===== src/rtl/alu_pkg.sv =====
// Shared definitions for the ALU execute stage: default sizes, opcodes, FSM states.
package alu_pkg;

    localparam int unsigned DEF_WIDTH = 16;
    localparam int unsigned DEF_OPW   = 6;
    localparam int unsigned DEF_REGW  = 5;

    localparam logic [5:0] OP_MOVI = 6'h00;
    localparam logic [5:0] OP_MOV  = 6'h01;
    localparam logic [5:0] OP_ADD  = 6'h04;
    localparam logic [5:0] OP_SUB  = 6'h05;
    localparam logic [5:0] OP_NEG  = 6'h06;
    localparam logic [5:0] OP_MUL  = 6'h07;
    localparam logic [5:0] OP_DIV  = 6'h08;
    localparam logic [5:0] OP_OR   = 6'h09;
    localparam logic [5:0] OP_XOR  = 6'h0A;
    localparam logic [5:0] OP_NAND = 6'h0B;
    localparam logic [5:0] OP_NOR  = 6'h0C;
    localparam logic [5:0] OP_XNOR = 6'h0D;
    localparam logic [5:0] OP_NOT  = 6'h0E;
    localparam logic [5:0] OP_LSL  = 6'h0F;
    localparam logic [5:0] OP_LSR  = 6'h10;

    typedef enum logic {ST_IDLE, ST_BUSY} state_t;

endpackage


===== src/rtl/alu_exec_unit_if.sv =====
// Operation/result handshake bundle between decode, the execute stage and write-back.
interface alu_exec_unit_if
    import alu_pkg::*;
#(
    parameter int unsigned WIDTH = DEF_WIDTH,
    parameter int unsigned OPW   = DEF_OPW,
    parameter int unsigned REGW  = DEF_REGW
) ();

    logic             in_valid;
    logic             in_ready;
    logic [OPW-1:0]   in_op;
    logic [WIDTH-1:0] in_a;
    logic [WIDTH-1:0] in_b;
    logic [WIDTH-1:0] in_imm;
    logic [REGW-1:0]  in_rdst1;
    logic [REGW-1:0]  in_rdst2;

    logic             out_valid;
    logic             out_ready;
    logic [WIDTH-1:0] out_lo;
    logic [WIDTH-1:0] out_hi;
    logic [REGW-1:0]  out_rdst1;
    logic [REGW-1:0]  out_rdst2;
    logic             out_wr_lo;
    logic             out_wr_hi;
    logic             out_dz;
    logic             out_illegal;

    // Upstream/downstream environment side.
    modport master (
        output in_valid, in_op, in_a, in_b, in_imm, in_rdst1, in_rdst2, out_ready,
        input  in_ready, out_valid, out_lo, out_hi, out_rdst1, out_rdst2,
        input  out_wr_lo, out_wr_hi, out_dz, out_illegal
    );

    // Execute unit side.
    modport slave (
        input  in_valid, in_op, in_a, in_b, in_imm, in_rdst1, in_rdst2, out_ready,
        output in_ready, out_valid, out_lo, out_hi, out_rdst1, out_rdst2,
        output out_wr_lo, out_wr_hi, out_dz, out_illegal
    );

endinterface


===== src/rtl/alu_seq_muldiv.sv =====
// Iterative unsigned multiply (shift-add) / divide (restoring), one bit per cycle.
// Operand a is the multiplicand/divisor, b the multiplier/dividend. acc and shreg
// form one double-width register: {hi, lo} of the product, or {remainder, quotient}.
module alu_seq_muldiv
    import alu_pkg::*;
#(
    parameter int unsigned WIDTH = DEF_WIDTH
) (
    input  logic             clk,
    input  logic             rst_n,
    input  logic             start,
    input  logic             op_div,
    input  logic [WIDTH-1:0] opa,
    input  logic [WIDTH-1:0] opb,
    input  logic             hold,
    output logic             done,
    output logic [WIDTH-1:0] res_lo,
    output logic [WIDTH-1:0] res_hi,
    output logic             dz
);

    localparam int unsigned CW = $clog2(WIDTH);

    logic             active_q;
    logic             div_q;
    logic [CW-1:0]    count_q;
    logic [WIDTH-1:0] acc_q;
    logic [WIDTH-1:0] shreg_q;
    logic [WIDTH-1:0] opnd_q;

    logic [WIDTH-1:0] acc_d;
    logic [WIDTH-1:0] shreg_d;
    logic [WIDTH:0]   sum;
    logic [WIDTH:0]   rem_sh;
    logic [WIDTH:0]   diff;
    logic             last;
    logic             step;

    assign last = (count_q == '0);
    // The final iteration waits while the output register is still occupied.
    assign step = active_q && !(last && hold);
    assign done = active_q && last && !hold;
    assign dz   = div_q && (opnd_q == '0);

    // Next value of the double-width register for one multiply or divide step.
    always_comb begin
        sum    = {1'b0, acc_q} + (shreg_q[0] ? {1'b0, opnd_q} : '0);
        rem_sh = {acc_q, shreg_q[WIDTH-1]};
        diff   = rem_sh - {1'b0, opnd_q};
        if (div_q) begin
            // Remainder stays below 2^WIDTH, so a clear top bit means the subtract fits.
            if (!diff[WIDTH]) begin
                acc_d   = diff[WIDTH-1:0];
                shreg_d = {shreg_q[WIDTH-2:0], 1'b1};
            end else begin
                acc_d   = rem_sh[WIDTH-1:0];
                shreg_d = {shreg_q[WIDTH-2:0], 1'b0};
            end
        end else begin
            acc_d   = sum[WIDTH:1];
            shreg_d = {sum[0], shreg_q[WIDTH-1:1]};
        end
    end

    assign res_lo = shreg_d;
    assign res_hi = acc_d;

    // Operand load on start, then one iteration per cycle down to count 0.
    always_ff @(posedge clk or negedge rst_n) begin
        if (!rst_n) begin
            active_q <= 1'b0;
            div_q    <= 1'b0;
            count_q  <= '0;
            acc_q    <= '0;
            shreg_q  <= '0;
            opnd_q   <= '0;
        end else if (start) begin
            active_q <= 1'b1;
            div_q    <= op_div;
            count_q  <= CW'(WIDTH - 1);
            acc_q    <= '0;
            shreg_q  <= opb;
            opnd_q   <= opa;
        end else if (step) begin
            acc_q   <= acc_d;
            shreg_q <= shreg_d;
            if (last) begin
                active_q <= 1'b0;
            end else begin
                count_q <= count_q - 1'b1;
            end
        end
    end

endmodule


===== src/rtl/alu_exec_unit.sv =====
// Registered, handshaked ALU execute stage. Single-cycle ops load the output
// register on accept; MUL/DIV run in alu_seq_muldiv when ALU_EXEC_MULDIV_EN is
// defined, otherwise they are reported as illegal.
module alu_exec_unit
    import alu_pkg::*;
#(
    parameter int unsigned WIDTH = DEF_WIDTH,
    parameter int unsigned OPW   = DEF_OPW,
    parameter int unsigned REGW  = DEF_REGW
) (
    input  logic          clk,
    input  logic          rst_n,
    alu_exec_unit_if.slave bus
);

    localparam int unsigned SHW = $clog2(WIDTH);

    state_t           state_q;
    logic             out_valid_q;
    logic [WIDTH-1:0] out_lo_q;
    logic [WIDTH-1:0] out_hi_q;
    logic [REGW-1:0]  out_rdst1_q;
    logic [REGW-1:0]  out_rdst2_q;
    logic             out_wr_lo_q;
    logic             out_wr_hi_q;
    logic             out_dz_q;
    logic             out_illegal_q;
    logic [REGW-1:0]  pend_rdst1_q;
    logic [REGW-1:0]  pend_rdst2_q;

    logic             accept;
    logic             is_muldiv;
    logic             hold;
    logic [WIDTH-1:0] sc_lo;
    logic             sc_ill;
    logic             shift_oob;
    logic [SHW-1:0]   shamt;
    logic             md_done;
    logic             md_dz;
    logic [WIDTH-1:0] md_lo;
    logic [WIDTH-1:0] md_hi;

    assign bus.in_ready = (state_q == ST_IDLE) && (!out_valid_q || bus.out_ready);
    assign accept       = bus.in_valid && bus.in_ready;
    assign hold         = out_valid_q && !bus.out_ready;

    assign bus.out_valid   = out_valid_q;
    assign bus.out_lo      = out_lo_q;
    assign bus.out_hi      = out_hi_q;
    assign bus.out_rdst1   = out_rdst1_q;
    assign bus.out_rdst2   = out_rdst2_q;
    assign bus.out_wr_lo   = out_wr_lo_q;
    assign bus.out_wr_hi   = out_wr_hi_q;
    assign bus.out_dz      = out_dz_q;
    assign bus.out_illegal = out_illegal_q;

`ifdef ALU_EXEC_MULDIV_EN
    assign is_muldiv = (bus.in_op == OPW'(OP_MUL)) || (bus.in_op == OPW'(OP_DIV));

    alu_seq_muldiv #(
        .WIDTH (WIDTH)
    ) u_muldiv (
        .clk    (clk),
        .rst_n  (rst_n),
        .start  (accept && is_muldiv),
        .op_div (bus.in_op == OPW'(OP_DIV)),
        .opa    (bus.in_a),
        .opb    (bus.in_b),
        .hold   (hold),
        .done   (md_done),
        .res_lo (md_lo),
        .res_hi (md_hi),
        .dz     (md_dz)
    );
`else
    assign is_muldiv = 1'b0;
    assign md_done   = 1'b0;
    assign md_dz     = 1'b0;
    assign md_lo     = '0;
    assign md_hi     = '0;
`endif

    // Shift amounts of WIDTH or more clear the result.
    assign shift_oob = (bus.in_a >= WIDTH'(WIDTH));
    assign shamt     = bus.in_a[SHW-1:0];

    // Single-cycle result; anything unlisted (MUL/DIV included) is illegal here.
    always_comb begin
        sc_lo  = '0;
        sc_ill = 1'b0;
        case (bus.in_op)
            OPW'(OP_MOVI): sc_lo = bus.in_imm;
            OPW'(OP_MOV):  sc_lo = bus.in_a;
            OPW'(OP_ADD):  sc_lo = bus.in_b + bus.in_a;
            OPW'(OP_SUB):  sc_lo = bus.in_b - bus.in_a;
            OPW'(OP_NEG):  sc_lo = WIDTH'(0) - bus.in_a;
            OPW'(OP_OR):   sc_lo = bus.in_b | bus.in_a;
            OPW'(OP_XOR):  sc_lo = bus.in_b ^ bus.in_a;
            OPW'(OP_NAND): sc_lo = ~(bus.in_b & bus.in_a);
            OPW'(OP_NOR):  sc_lo = ~(bus.in_b | bus.in_a);
            OPW'(OP_XNOR): sc_lo = ~(bus.in_b ^ bus.in_a);
            OPW'(OP_NOT):  sc_lo = ~bus.in_a;
            OPW'(OP_LSL):  sc_lo = shift_oob ? '0 : (bus.in_b << shamt);
            OPW'(OP_LSR):  sc_lo = shift_oob ? '0 : (bus.in_b >> shamt);
            default:       sc_ill = 1'b1;
        endcase
    end

    // Control FSM with registered result; the output register drains on out_ready.
    always_ff @(posedge clk or negedge rst_n) begin
        if (!rst_n) begin
            state_q       <= ST_IDLE;
            out_valid_q   <= 1'b0;
            out_lo_q      <= '0;
            out_hi_q      <= '0;
            out_rdst1_q   <= '0;
            out_rdst2_q   <= '0;
            out_wr_lo_q   <= 1'b0;
            out_wr_hi_q   <= 1'b0;
            out_dz_q      <= 1'b0;
            out_illegal_q <= 1'b0;
            pend_rdst1_q  <= '0;
            pend_rdst2_q  <= '0;
        end else begin
            case (state_q)
                ST_IDLE: begin
                    if (accept && is_muldiv) begin
                        state_q      <= ST_BUSY;
                        pend_rdst1_q <= bus.in_rdst1;
                        pend_rdst2_q <= bus.in_rdst2;
                        if (bus.out_ready) begin
                            out_valid_q <= 1'b0;
                        end
                    end else if (accept) begin
                        out_valid_q   <= 1'b1;
                        out_lo_q      <= sc_lo;
                        out_hi_q      <= '0;
                        out_rdst1_q   <= bus.in_rdst1;
                        out_rdst2_q   <= bus.in_rdst2;
                        out_wr_lo_q   <= !sc_ill;
                        out_wr_hi_q   <= 1'b0;
                        out_dz_q      <= 1'b0;
                        out_illegal_q <= sc_ill;
                    end else if (bus.out_ready) begin
                        out_valid_q <= 1'b0;
                    end
                end
                ST_BUSY: begin
                    if (md_done) begin
                        state_q       <= ST_IDLE;
                        out_valid_q   <= 1'b1;
                        out_lo_q      <= md_lo;
                        out_hi_q      <= md_hi;
                        out_rdst1_q   <= pend_rdst1_q;
                        out_rdst2_q   <= pend_rdst2_q;
                        out_wr_lo_q   <= 1'b1;
                        out_wr_hi_q   <= 1'b1;
                        out_dz_q      <= md_dz;
                        out_illegal_q <= 1'b0;
                    end else if (bus.out_ready) begin
                        out_valid_q <= 1'b0;
                    end
                end
                default: state_q <= ST_IDLE;
            endcase
        end
    end

endmodule


===== src/flat_wrapper.sv =====
// flat-port wrapper written by rule: the top's interface ports become plain ports
module alu_exec_unit_flat import alu_pkg::*;
#(
    parameter int unsigned WIDTH = DEF_WIDTH,
    parameter int unsigned OPW   = DEF_OPW,
    parameter int unsigned REGW  = DEF_REGW
)
  (clk, rst_n, bus_in_valid, bus_in_op, bus_in_a, bus_in_b, bus_in_imm, bus_in_rdst1, bus_in_rdst2, bus_out_ready, bus_in_ready, bus_out_valid, bus_out_lo, bus_out_hi, bus_out_rdst1, bus_out_rdst2, bus_out_wr_lo, bus_out_wr_hi, bus_out_dz, bus_out_illegal);
  alu_exec_unit_if #(.WIDTH(WIDTH), .OPW(OPW), .REGW(REGW)) bus_i ();
  input  logic clk;
  input  logic rst_n;
  input wire logic [$bits(bus_i.in_valid)-1:0] bus_in_valid;
  input wire logic [$bits(bus_i.in_op)-1:0] bus_in_op;
  input wire logic [$bits(bus_i.in_a)-1:0] bus_in_a;
  input wire logic [$bits(bus_i.in_b)-1:0] bus_in_b;
  input wire logic [$bits(bus_i.in_imm)-1:0] bus_in_imm;
  input wire logic [$bits(bus_i.in_rdst1)-1:0] bus_in_rdst1;
  input wire logic [$bits(bus_i.in_rdst2)-1:0] bus_in_rdst2;
  input wire logic [$bits(bus_i.out_ready)-1:0] bus_out_ready;
  output wire logic [$bits(bus_i.in_ready)-1:0] bus_in_ready;
  output wire logic [$bits(bus_i.out_valid)-1:0] bus_out_valid;
  output wire logic [$bits(bus_i.out_lo)-1:0] bus_out_lo;
  output wire logic [$bits(bus_i.out_hi)-1:0] bus_out_hi;
  output wire logic [$bits(bus_i.out_rdst1)-1:0] bus_out_rdst1;
  output wire logic [$bits(bus_i.out_rdst2)-1:0] bus_out_rdst2;
  output wire logic [$bits(bus_i.out_wr_lo)-1:0] bus_out_wr_lo;
  output wire logic [$bits(bus_i.out_wr_hi)-1:0] bus_out_wr_hi;
  output wire logic [$bits(bus_i.out_dz)-1:0] bus_out_dz;
  output wire logic [$bits(bus_i.out_illegal)-1:0] bus_out_illegal;
  assign bus_i.in_valid = bus_in_valid;
  assign bus_i.in_op = bus_in_op;
  assign bus_i.in_a = bus_in_a;
  assign bus_i.in_b = bus_in_b;
  assign bus_i.in_imm = bus_in_imm;
  assign bus_i.in_rdst1 = bus_in_rdst1;
  assign bus_i.in_rdst2 = bus_in_rdst2;
  assign bus_i.out_ready = bus_out_ready;
  assign bus_in_ready = bus_i.in_ready;
  assign bus_out_valid = bus_i.out_valid;
  assign bus_out_lo = bus_i.out_lo;
  assign bus_out_hi = bus_i.out_hi;
  assign bus_out_rdst1 = bus_i.out_rdst1;
  assign bus_out_rdst2 = bus_i.out_rdst2;
  assign bus_out_wr_lo = bus_i.out_wr_lo;
  assign bus_out_wr_hi = bus_i.out_wr_hi;
  assign bus_out_dz = bus_i.out_dz;
  assign bus_out_illegal = bus_i.out_illegal;
  alu_exec_unit #(.WIDTH(WIDTH), .OPW(OPW), .REGW(REGW)) u_core (.clk(clk), .rst_n(rst_n), .bus(bus_i));
endmodule

===== config.mk =====
export PLATFORM = sky130hd
export DESIGN_NAME = alu_exec_unit_flat
export DESIGN_NICKNAME = d
export VERILOG_FILES = /design/src/rtl/alu_pkg.sv /design/src/rtl/alu_exec_unit_if.sv /design/src/rtl/alu_seq_muldiv.sv /design/src/rtl/alu_exec_unit.sv /design/src/flat_wrapper.sv
export SDC_FILE = /design/constraint.sdc
export NUM_CORES = 1
export LEC_CHECK = 0
export ABC_AREA = 1
export ABC_CLOCK_PERIOD_IN_PS = 2400
export CORE_MARGIN = 2
export CORE_UTILIZATION = 59
export DETAILED_ROUTE_END_ITERATION = 8
export PLACE_DENSITY = 0.89
export SYNTH_ARGS = -nofsm -noshare
export SYNTH_HDL_FRONTEND = slang
export SYNTH_SLANG_ARGS = --single-unit

===== constraint.sdc =====
create_clock -name clk -period 2.4 [get_ports clk]
set_clock_uncertainty 0.15 [all_clocks]
set_input_delay 0.48 -clock clk [delete_from_list [all_inputs] [get_ports clk]]
set_output_delay 0.48 -clock clk [all_outputs]
set_load 0.05 [all_outputs]

==> summary by stage, run 1 <==
Die
The horizontal die dimension is 106 microns. In this run the vertical extent of the chip is 106 microns. The starting utilization of the core area is 60.1%. 116 I/O pins were placed. After floorplanning, the core was divided into 37 placement rows.

Synthesis
The mapped netlist covers 6120 sq um. The cell count after synthesis is 1,177. Sequential elements use 11.8% of the synthesized area. The number of synthesized register bits is 29.

In this run the mean area of a mapped cell was 5.20 sq um. The synthesis warning total is 0. The number of library cell types mapped by synthesis is 39.

STA
In the global-route stage, repair_timing last flagged the worst endpoint as u_core.bus.out_lo[5]$_DFFE_PN0P_/D. After the last repair the worst path ends at a register input.

Clock tree
The root buffer cell chosen for the clock tree is clkbuf_8. The TritonCTS buffer count is 5. Buffers inserted to repair hold after CTS numbered 0. The clock passes through at most 2 buffers. The number of clock sinks seen by CTS is 29. The depth of the CTS H-tree is 2.

Status
The run ended at 5_1_grt. The first error in the log reads "[ERROR GRT-0232] Routing congestion too high. Check the congestion heatmap in the GUI". The run stopped with a tool error.

GRT
Summed over all layers, the global routing overflow is 862. The global-route total usage across every layer is 97.8%. Entering global routing, the biggest net connects 38 pins.

Placed design
Routability-driven placement finished with a final weighted congestion of 1.06. The post-detailed-placement half-perimeter wirelength is 20.1 mm. The count of buffers inserted at the top-level ports is 97.
-- cells by family after synthesis --
family	Yosys count	share of synthesized area, %
buf+inv	217	14.8
xor+xnor	2	0.286
compound gates	102	9.48
simple gates	772	52.3
other cells	1	0.0612
fa+ha+maj	54	11.3
flops	29	11.8
-- timing repair --
| item | CTS |
|---|---|
| gates resized for setup | 113 |
| buffers inserted | 10 |
| pin swaps | 28 |
| endpoints found under the setup margin | 18 |
-- Yosys cell counts, drive strengths merged --
cell type / n / area (sq um)
nor2: 92 / 380
nand3b: 3 / 22.5
fa: 2 / 40.0
clkbuf: 12 / 45.0
o22ai: 6 / 37.5
conb: 1 / 3.75
nand4: 25 / 156
nor3: 8 / 40.0
clkinv: 2 / 7.51
ha: 52 / 651
nor4: 3 / 18.8
o2111ai: 2 / 17.5
o21ai: 28 / 140
buf: 38 / 233
nand2: 516 / 1940
a22oi: 1 / 7.51
xnor2: 2 / 17.5
o21a: 1 / 7.51
o31ai: 1 / 7.51
or2: 10 / 62.6
inv: 165 / 619
a21oi: 46 / 234
dfrtp: 29 / 726
o221ai: 1 / 8.76
nand3: 114 / 576
and2: 1 / 6.26
o21bai: 1 / 7.51
a21o: 1 / 7.51
o211ai: 14 / 105
-- through the flow --
step                instance area (sq um)  util (%)  instances  setup slack (ns)
global placement                     8530      83.8       1555            -0.689
detailed placement                   8530      83.8       1555            -0.790
floorplan                            6300         -       1194           -0.0125
CTS                                  9040      88.7       1573          -0.00463
-- layer usage --
metal	GRT usage (%)	overflow
met4	110	182
met3	71.7	9
met1	88.9	7
met2	129	664
met5	26.2	0
==> inputs of run 2 (changes only) <==
Settings changed: CORE_UTILIZATION 59 to 40, PLACE_DENSITY 0.89 to unset, PLACE_DENSITY_LB_ADDON set to 0.15.
==> summary by stage, run 2 <==
Route
In the routed layout, each cell is associated on average with a via count of 5.14. Across all layers, the routed design uses 8,541 vias. Dividing the detail-routed wire length by the instance count gives 15.7 microns. The DRC violation count after routing is 0. The routed design has 26.0 mm of wire. The number of nets with antenna violations after routing is 0. The first routing iteration left 901 violations. The total iterations of the first detailed-routing run is 5.

Synthesis
The post-synthesis adder-cell area fraction is 11.3% (unchanged). The share of the synthesized area in the top cell type is 31.6% (unchanged). The compound-gate portion of the synthesized area is 9.48% (unchanged).

The share of async-settable or async-resettable flops after synthesis is 100% (unchanged). The post-synthesis instance area is 6120 sq um (unchanged). The xor/xnor cell area share of the yosys netlist is 0.286% (unchanged).

The synthesis warning total is 0 (unchanged). The number of library cell types mapped by synthesis is 39 (unchanged). The combinational family with the most area after synthesis is simple AND/OR/NAND/NOR gates.

The library cell with the largest summed area after synthesis is nand2_1. The number of flops mapped to enable cells by yosys is 0 (unchanged). The mean area per synthesized cell came to 5.20 sq um (unchanged). By area the synthesized netlist is led by nand2_1 (32%), dfrtp_1 (12%), ha_1 (11%). The portion of netlist area occupied by mux cells is 0% (unchanged). The cell count after synthesis was 1,177 (unchanged). Sorting the synthesized cells by how often they occur yields nand2_1 (515), inv_1 (162), nand3_1 (113). The number of synthesized register bits is 29 (unchanged). The sequential-to-total area share from yosys stat is 11.8% (unchanged). The simple-gate share of the synthesized area is 52.3% (unchanged). Among all flip-flop cells after synthesis, the most frequent one is dfrtp_1.

By instance count, the leading cell after synthesis is nand2_1.

STA
Derived from the worst setup path, the maximum achievable clock frequency is 413 MHz. The number of hold-slack violations in the final timing report is 0. Hold timing on the final database bottoms out at a slack of 0.325 ns.

Headroom to the max-slew limit came out at 64.4%. Across all setup checks in the final design, the least slack found is -0.0218 ns. The max-slew violation total from the final report was 0. The slew at the pin closest to its max-slew limit is 0.533 ns.

The setup violation total in the final timing report is 1. The final critical-path share of the clock period is 101%. The time the worst path needs with I/O delays and setup is 2.42 ns. Setup repair after global routing could not meet its margin everywhere.

Run
The max-capacitance violation count is 0.

Clock tree
The number of clock sinks seen by CTS is 29 (unchanged). The CTS tree is done. At the later pin of the worst-skew pair, clock insertion delay measures 0.27 ns.

The clock tree root buffer cell is clkbuf_16. Clock-pin slew was measured on the worst setup and hold paths at 0.05 ns. The maximum buffer depth of the clock tree is 2 (unchanged). The depth of the CTS H-tree is 2 (unchanged). The TritonCTS buffer count is 5 (unchanged).

Setup path
The worst setup path is captured at a register. For this run, the slowest stage of the critical path takes 0.23 ns. STA classifies the critical path startpoint as an input pin.

The data required time at the worst endpoint is 2.46 ns. Walking the worst path, the cells encountered are buf_6, nor2_4, nand3_4, buf_6, nand2_2, inv_2, ha_4, nand2_4, inv_2, nand2_2, nand3_2, a21o_1, nand2_1, nand2_1, nor2_2, nor2_1, nand2_1, nand2_1, nand2_1. The worst path arrival time is 2.48 ns. The critical path in this run is classified as in2reg. For this design, the slowest cell found on the critical path is ha_4. The cell that appears most often on the critical path is nand2_1. In this run the worst path has a maximum fanout of 5.

Final layout
The multi-input combinational cells in the finished layout cover a total of 5420 sq um. Relative to the synthesized area, the layout overhead comes to 61.5%. The most common cell after layout, fill and taps aside is nand2_1. The register with the most flip-flops in the layout has 16 of them. The cell area after layout is 9890 sq um. The library cells used most frequently in the layout, excluding fill and tap cells, are nand2_1 (460), buf_4 (211), inv_1 (129), nand3_1 (95), nor2_1 (67). The final layout contains 1,595 nets.

The number of antenna diodes in the final layout is 0. The register area is 726 sq um. The share of the core filled with cells in the final layout is 65.6%. The fraction of final layout cells sized beyond drive strength 1 is 30.2%.

The filler cells instantiated in the layout total 1,447.

Die
The standard-cell row count is 45 (+22%). The floorplan step defined a die boundary enclosing 16,300 sq um. The number of primary I/O pins is 116 (unchanged). The core outline area is 15,100 sq um.

The horizontal die dimension was 128 microns (+21%). The starting utilization of the core area is 40.6% (-20 points). The overall die height is 128 microns (+21%).

Pwr
Of the total power, the share spent switching nets is 44.9%. The static power due to leakage is 5.35 nW. The portion of total power attributed to sequential cells is 18.2%.

Of the total power, the clock network draws 19.2%. Of the total power, combinational logic draws 62.6%. IR analysis of the VDD net gives a maximum drop of 0.290 mV.

The power per unit of standard cell area is 320 nW/um^2. The analysis attributes to net switching a power of 1.42 mW. The internal portion of total power is 1.74 mW.

GRT
The number of antenna violations at the first check in global routing came to 0. The largest net degree at the start of global routing is 30. The number of global-route vias before repair is 7,793. Global routing finished with a remaining overflow of 0.

Global routing used 30.6% of the available tracks across all layers. The global-route wire length before repair is 39.7 mm.

Placed design
The placed cell area was 8880 sq um (+4.0%). The count of buffers inserted at the top-level ports came to 97 (unchanged). The post-placement setup slack was -0.858 ns (-0.0681 ns). The post-detailed-placement half-perimeter wirelength is 20.8 mm (+3.8%). The placer's final routability congestion estimate is 0.980 (-7.5%).

Status
The run finished, with violations left. The checks that failed: negative setup slack.

Min path
The type of the worst min-delay path is reg2reg.
==> run 2: cell counts after synthesis <==
No cell type changed its count.
==> run 2: power groups by stage <==
stage	Clock, mW	Sequential [mW]	Combinational, mW
6_report	0.609	0.576	1.98
5_1_grt	0.644	0.581	2.14
4_1_cts	0.620	0.576	1.81
3_5_place_dp	0	0.585	1.72
3_3_place_gp	0	0.582	1.71
2_1_floorplan	0	0.781	0.789
==> run 2: final timing paths <==
path,startpoint,to,slack (ns),cells past startpoint
worst max-delay path,bus_in_op[5],u_core.bus.out_lo[8],-0.02,19
worst min-delay path,u_core.bus.out_lo[3],u_core.bus.out_lo[3],0.33,2
worst max register to register,u_core.bus.out_valid,u_core.bus.out_rdst1[1],0.80,6
worst min register to register,u_core.bus.out_lo[3],u_core.bus.out_lo[3],0.33,2
max in group asynchronous,rst_n,u_core.bus.out_rdst2[4],1.35,2
min in group asynchronous,rst_n,u_core.bus.out_lo[12],0.46,2
==> run 2: cells by family after synthesis <==
family,Yosys count
AND/OR/NAND/NOR,772
buffers and inverters,217
AO/OA/AOI/OAI,102
adder cells (fa/ha/maj),54
flip-flops,29
XOR/XNOR,2
other,1
==> run 2: cell type report <==
class | count | share of cell area, %
clock inverter | 3 | 0.177
tap | 188 | 2.38
sequential | 29 | 7.34
multi-input combinational | 949 | 54.8
timing repair buffer | 321 | 27.6
clock buffer | 5 | 1.26
inverter | 167 | 6.51
==> run 2: stage by stage <==
stage	instances	power [mW]	TNS [ns]
floorplan	1194	1.57	-0.0151
global placement	1646	2.29	-12.28
detailed placement	1646	2.30	-12.52
CTS	1659	3.01	0
global route	1662	3.36	-0.557
finish	1662	3.16	-0.0218
==> run 2: worst max-delay path, delay by kind of cell <==
family,cells,cell delay (ns)
and+or+nand+nor,13,1.19
buffers and inverters,4,0.39
adders and majority gates,1,0.23
AOI/OAI and AO/OA,1,0.19
==> run 2: routing by layer <==
| metal | vias to the layer above | global-route usage, % | share of wire (%) |
|---|---|---|---|
| li1 | 4264 | - | - |
| met2 | 337 | 53.5 | 48 |
| met3 | 45 | 2.38 | 6.7 |
| met4 | 0 | 5.17 | 2.0 |
| met5 | - | 0 | 0 |
| met1 | 3895 | 41.8 | 44 |
==> run 2: repair_timing <==
action	CTS	global route
setup buffers	3	3
endpoints found under the setup margin	18	16
pin swaps	37	83
cloned	2	0
resized for setup	136	147
hold buffers	0	0
Note: power is estimated with default switching activity, not from simulation.
